[src/rtl/sha256d_nonce_scheduler.sv]
// Nonce search sequencer for a single-block SHA-256 core: two core passes per nonce
// (double SHA-256), digest compared against a target until hit, range end, abort or timeout.
module sha256d_nonce_scheduler #(
    parameter int NONCE_WORD = 3,
    parameter int WDOG_CYC   = 96
) (
    input  logic         clk,
    input  logic         reset,
    input  logic         go,
    input  logic         abort,
    input  logic [511:0] tmpl,
    input  logic [31:0]  nonce_start,
    input  logic [31:0]  nonce_end,
    input  logic [255:0] target,
    output logic         busy,
    output logic         done,
    output logic         found,
    output logic         exhausted,
    output logic         err,
    output logic [31:0]  found_nonce,
    output logic [255:0] found_hash,
    output logic         core_reset,
    output logic         core_start,
    output logic [511:0] core_data_in,
    input  logic [255:0] core_data_out,
    input  logic         core_done
);

    localparam int WD_W = $clog2(WDOG_CYC + 1);

    typedef enum logic [3:0] {
        S_IDLE, S_RST1, S_START1, S_WAIT1, S_CAP1, S_RST2, S_START2, S_WAIT2, S_CMP
    } state_t;

    state_t         state_q, state_d;
    logic [511:0]   tmpl_q, tmpl_d;
    logic [255:0]   target_q, target_d;
    logic [31:0]    nonce_q, nonce_d;
    logic [31:0]    nonce_end_q, nonce_end_d;
    logic [WD_W-1:0] wd_q, wd_d;
    logic [511:0]   data_in_q, data_in_d;
    logic           done_q, done_d;
    logic           found_q, found_d;
    logic           exhausted_q, exhausted_d;
    logic           err_q, err_d;
    logic [31:0]    found_nonce_q, found_nonce_d;
    logic [255:0]   found_hash_q, found_hash_d;

    logic hit, last_nonce, wd_expired;

    function automatic logic [511:0] with_nonce(input logic [511:0] blk, input logic [31:0] n);
        logic [511:0] b;
        b = blk;
        b[32*NONCE_WORD +: 32] = n;
        return b;
    endfunction

    // Second pass hashes the 32-byte first digest, padded as a one-block 256-bit message.
    function automatic logic [511:0] second_block(input logic [255:0] d);
        logic [511:0] b;
        b = '0;
        for (int i = 0; i < 8; i++) begin
            b[32*i +: 32] = d[255-32*i -: 32];
        end
        b[32*8 +: 32]  = 32'h8000_0000;
        b[32*15 +: 32] = 32'h0000_0100;
        return b;
    endfunction

    assign hit        = core_data_out < target_q;
    assign last_nonce = nonce_q == nonce_end_q;
    assign wd_expired = wd_q == WD_W'(WDOG_CYC - 1);

    always_ff @(posedge clk) begin
        if (reset) state_q <= S_IDLE;
        else       state_q <= state_d;
    end

    always_comb begin
        state_d = state_q;
        if (state_q != S_IDLE && abort) begin
            state_d = S_IDLE;
        end else begin
            case (state_q)
                S_IDLE:   if (go) state_d = S_RST1;
                S_RST1:   state_d = S_START1;
                S_START1: state_d = S_WAIT1;
                S_WAIT1:  if (core_done) state_d = S_CAP1;
                          else if (wd_expired) state_d = S_IDLE;
                S_CAP1:   state_d = S_RST2;
                S_RST2:   state_d = S_START2;
                S_START2: state_d = S_WAIT2;
                S_WAIT2:  if (core_done) state_d = S_CMP;
                          else if (wd_expired) state_d = S_IDLE;
                S_CMP:    state_d = (hit || last_nonce) ? S_IDLE : S_RST1;
                default:  state_d = S_IDLE;
            endcase
        end
    end

    always_comb begin
        busy       = state_q != S_IDLE;
        core_reset = state_q inside {S_IDLE, S_RST1, S_RST2};
        core_start = state_q inside {S_START1, S_START2};
    end

    always_comb begin
        tmpl_d        = tmpl_q;
        target_d      = target_q;
        nonce_d       = nonce_q;
        nonce_end_d   = nonce_end_q;
        wd_d          = wd_q;
        data_in_d     = data_in_q;
        found_d       = found_q;
        exhausted_d   = exhausted_q;
        err_d         = err_q;
        found_nonce_d = found_nonce_q;
        found_hash_d  = found_hash_q;
        // Every exit to IDLE (hit, range end, abort, timeout) produces exactly one done.
        done_d        = (state_q != S_IDLE) && (state_d == S_IDLE);
        case (state_q)
            S_IDLE: if (go) begin
                tmpl_d      = tmpl;
                target_d    = target;
                nonce_d     = nonce_start;
                nonce_end_d = nonce_end;
                found_d     = 1'b0;
                exhausted_d = 1'b0;
                err_d       = 1'b0;
            end
            S_RST1:             data_in_d = with_nonce(tmpl_q, nonce_q);
            S_START1, S_START2: wd_d = WD_W'(1);
            S_WAIT1, S_WAIT2: begin
                if (!core_done) wd_d = wd_q + WD_W'(1);
                if (state_d == S_IDLE && !abort) err_d = 1'b1;
            end
            S_CAP1:             data_in_d = second_block(core_data_out);
            S_CMP: if (!abort) begin
                if (hit) begin
                    found_d       = 1'b1;
                    found_nonce_d = nonce_q;
                    found_hash_d  = core_data_out;
                end else if (last_nonce) begin
                    exhausted_d = 1'b1;
                end else begin
                    nonce_d = nonce_q + 32'd1;
                end
            end
            default: ;
        endcase
    end

    always_ff @(posedge clk) begin
        if (reset) begin
            done_q        <= 1'b0;
            found_q       <= 1'b0;
            exhausted_q   <= 1'b0;
            err_q         <= 1'b0;
            found_nonce_q <= '0;
            found_hash_q  <= '0;
            data_in_q     <= '0;
        end else begin
            done_q        <= done_d;
            found_q       <= found_d;
            exhausted_q   <= exhausted_d;
            err_q         <= err_d;
            found_nonce_q <= found_nonce_d;
            found_hash_q  <= found_hash_d;
            data_in_q     <= data_in_d;
        end
    end

    always_ff @(posedge clk) begin
        tmpl_q      <= tmpl_d;
        target_q    <= target_d;
        nonce_q     <= nonce_d;
        nonce_end_q <= nonce_end_d;
        wd_q        <= wd_d;
    end

    assign done         = done_q;
    assign found        = found_q;
    assign exhausted    = exhausted_q;
    assign err          = err_q;
    assign found_nonce  = found_nonce_q;
    assign found_hash   = found_hash_q;
    assign core_data_in = data_in_q;

endmodule

[config.mk]
export PLATFORM = sky130hd
export DESIGN_NAME = sha256d_nonce_scheduler
export DESIGN_NICKNAME = d
export VERILOG_FILES = /design/src/rtl/sha256d_nonce_scheduler.sv
export SDC_FILE = /design/constraint.sdc
export NUM_CORES = 2
export LEC_CHECK = 0
export BUFFER_PORTS_ARGS = -buffer_cell sky130_fd_sc_hd__buf_2
export CAP_MARGIN = 10
export CORE_AREA = 8 8 739 741
export CTS_CLUSTER_SIZE = 30
export DETAILED_ROUTE_END_ITERATION = 16
export DIE_AREA = 0 0 747 749
export GPL_TIMING_DRIVEN = 0
export HOLD_SLACK_MARGIN = 0.03
export PLACE_DENSITY = 0.3
export SLEW_MARGIN = 20
export SYNTH_ARGS = -nofsm -noshare
export SYNTH_HDL_FRONTEND = slang
export SYNTH_SLANG_ARGS = --single-unit
[constraint.sdc]
create_clock -name clk -period 104.3 [get_ports clk]
set_clock_uncertainty 0.05 [all_clocks]
set_input_delay 5.215 -clock clk [delete_from_list [all_inputs] [get_ports clk]]
set_output_delay 5.215 -clock clk [all_outputs]
set_load 0.01 [all_outputs]
==> flow_summary.ini <==
[status]
outcome = finished, final reports clean

[sta]
max-slew-margin-rel_pct = 26.6
max_freq_ghz = 0.0930
layout_min_cycle_time_ns = 10.75
rsz_0062_raised_after_global_routing = false
hold-worst-slack_ns = 0.400
min_period_over_period_pct = 10.3
finalSetupViolations = 0
setup_tns_ns = 0
worst_pin_slew_ns = 1.09
hold_viol_final = 0
maxSlewViolCount = 0
final.setup.worst_slack_ns = 93.55

[power_and_ir_drop]
power.ir.vdd_worst_mv = 0.0204
power_leakage_uw = 0.0359
power.density_nw_per_um2 = 25.3

[yosys]
synth_async_sr_flop_share_pct = 0
synth-edff-count = 807
post_synth_inst_count = 5861
post_synth_instance_area_um2 = 64000
yosys_warning_total = 0
postSynthRegisterBits = 1615
yosysUniqueCellTypes = 57
postSynth.topFlopCell = dfxtp_1
avgSynthCellArea_um2 = 10.9
post_synthesis_net_count = 7211
seq_area_frac_synth_pct = 63.1

[die]
io_pins = 1900
die_span_x_um = 747
num_rows = 269
chipHeight_um = 749
area_of_the_placeable_core_um2 = 534000
initial_core_util_pct = 12.0
die-area_um2 = 560000

[place]
dpl.hpwl_um = 451000
preCtsSetupSlack_ns = 92.31
gp_congestion = 0.932
buffer_ports.inserted = 1867
dpl-instance-area_um2 = 83500

[cells_and_area]
nFillCells = 59800
design_area_um2 = 91800
area_growth_syn_to_layout_pct = 43.4
post_route_cells_drive_above_1_share_pct = 29.2
fin_nets = 9367

[global_route]
grt_util_met2_pct = 32.3
total_routing_usage_gr_pct = 17.8
via_count_of_the_first_global_routing_pass = 58500
grtUsageMet1_pct = 18.8
grt_most_used_layer = met2
grt_max_degree = 28
initial_antenna_violation_count = 532
grt_first_pass_wirelength_um = 653000
met3_usage_pct = 7.75
globalRouteOverflowTotal = 0

[routing]
route.detailed.wl_per_inst_um = 33.8
initialDrtViolationCount = 4232
total_via_count_after_detailed_routing = 58600
drc_errors = 0
wl_um = 522000
detailedRoute.firstPassIterationCount = 8
antenna_violating_nets_post_route = 0
vias_per_cell = 3.80

[worst_setup_path]
data_required_time_of_the_worst_path_ns = 104.85
start_kind = input pin
regToRegSetupSlack_ns = 97.53
crit_type = input pin to flop
timing.critical_path.to_type = flop
ff2ff_path_depth = 16
crit_path_max_fanout = 17
cp.arrival_ns = 11.29
critical_path.reg2reg.endpoint = nonce_q[27]
crit-reg2reg-launch = target_q[188]

[cts]
tritoncts.num_buffers = 228
path_clk_slew_ns = 0.06
cts_post_setup_buffers_inserted = 0
clock-sinks = 1615
cts-htree-levels = 4
tritoncts_clock_tree = yes
post_cts_hold_buffer_count = 0
clk_path_buf_depth = 4
cts_root_buf = clkbuf_16
cts_repair_resize_count = 0
clkLatencyLatePin_ns = 0.96

[worst_hold_path]
holdCritPathClass = flop to flop
min_path_cells = 2
min-delay-start = tmpl_q[311]
min_delay_worst_endpoint = core_data_in[311]

[job]
cap_violations = 0
## worst max path at each step
stage	from	endpoint	slack (ns)	cells after the start
4_1_cts	core_data_out[188]	nonce_q[26]	93.35	16
2_1_floorplan	go	err	63.50	6
3_5_place_dp	core_data_out[188]	nonce_q[0]	92.31	16
5_1_grt	core_data_out[188]	nonce_q[27]	93.31	16
3_3_place_gp	go	exhausted	21.53	5
6_report	core_data_out[188]	nonce_q[27]	93.55	16
## layer usage
layer,share of wire [%],wire [µm],up-vias
li1,-,-,25500
met1,36,187000,28800
met2,50,260000,2894
met3,11,55400,1069
met5,0.36,1870,-
met4,3.2,16400,284
## sequential cells by signal, indices dropped and copies added, names as in the netlist
signal        count
err               1
nonce_end_q      32
found_nonce      32
target_q        256
tmpl_q          480
found_hash      256
nonce_q          32
done              1
exhausted         1
core_data_in    512
wd_q              7
state_q           4
found             1
## critical path: stages
cell	delay, ns
buf_2	0.15
ha_1	0.33
nand4_1	0.17
nor4_1	0.49
nand2_1	0.40
or4_4	0.75
nor3_2	0.51
nand3_1	0.69
a21oi_2	0.39
buf_4	0.31
buf_6	0.30
buf_6	0.19
buf_6	0.22
o21ai_1	0.15
a21oi_4	0.62
buf_12	0.25
## cells in the mapped netlist (all sizes together) (10+ instances only)
cell / count / share of area, %
nand3: 49 / 0.38
a21o: 21 / 0.25
nor4: 10 / 0.098
dfxtp: 808 / 25
o21ai: 351 / 2.7
edfxtp: 807 / 38
a311oi: 257 / 3.5
nor3: 16 / 0.13
a221oi: 10 / 0.14
clkbuf: 314 / 1.8
buf: 96 / 1.0
xnor2: 43 / 0.59
and4: 11 / 0.15
a21oi: 635 / 5.0
a211oi: 11 / 0.14
xor2: 25 / 0.34
nor2: 311 / 1.8
nand2: 1131 / 6.6
inv: 261 / 1.5
or3b: 286 / 3.9
ha: 257 / 5.0
nand4: 63 / 0.62
## final cells by class
class	count	area [µm²]	share of cell area [%]
Sequential cell	1615	40400	44.0
Multi-Input combinational cell	3575	20900	22.8
Timing Repair Buffer	1926	10600	11.5
Tap cell	7046	8820	9.60
Clock buffer	319	6550	7.13
Buffer	410	1870	2.04
Clock inverter	109	1300	1.42
Inverter	261	980	1.07
Antenna cell	169	423	0.461
## cells in the final DEF (no fill, tap or decap), types with 11 or more instances in the layout
cell,n
inv_1,261
clkbuf_16,238
clkbuf_1,334
a311oi_1,257
clkbuf_2,30
nor3_1,15
o21ai_0,341
a21oi_1,633
ha_1,257
buf_2,1894
a21o_1,21
buf_12,37
clkbuf_8,29
buf_6,39
nand2_1,1131
bufinv_16,21
clkinvlp_4,11
or3b_1,286
clkinv_2,36
nor2_1,308
clkinv_1,21
dfxtp_1,808
nand3_1,49
xor2_1,25
buf_1,35
edfxtp_1,807
buf_16,14
diode_2,169
nand4_1,63
xnor2_1,35
and4_1,11
## stage by stage
step	cells	util, %	power [µW]
after floorplan	5861	-	1250
after global placement	14800	15.4	1720
after detailed placement	14800	15.6	1530
after CTS	15300	17.1	2380
after global routing	15300	17.1	2440
final	15400	17.2	2320
## kinds of logic (layout without fill, tap and decap cells)
group                    after synthesis  count (layout)  share of synthesized area, %
AND/OR/NAND/NOR                     1919            1919                          14.2
other                                  0             169                             0
flip-flops                          1615            1615                          63.1
buffers and inverters                671            3025                          4.39
AO/OA/AOI/OAI                       1331            1331                          12.4
XOR/XNOR                              68              68                         0.930
adder cells (fa/ha/maj)              257             257                          5.02
## report_power, final
part	leakage, µW	total, µW	switching, µW	internal [µW]
clock network	0.00382	830	339	491
logic	0.0178	577	407	169
registers	0.0143	914	87.8	826
total	0.0359	2320	834	1490
No activity file was read; power rests on OpenSTA's default activity.
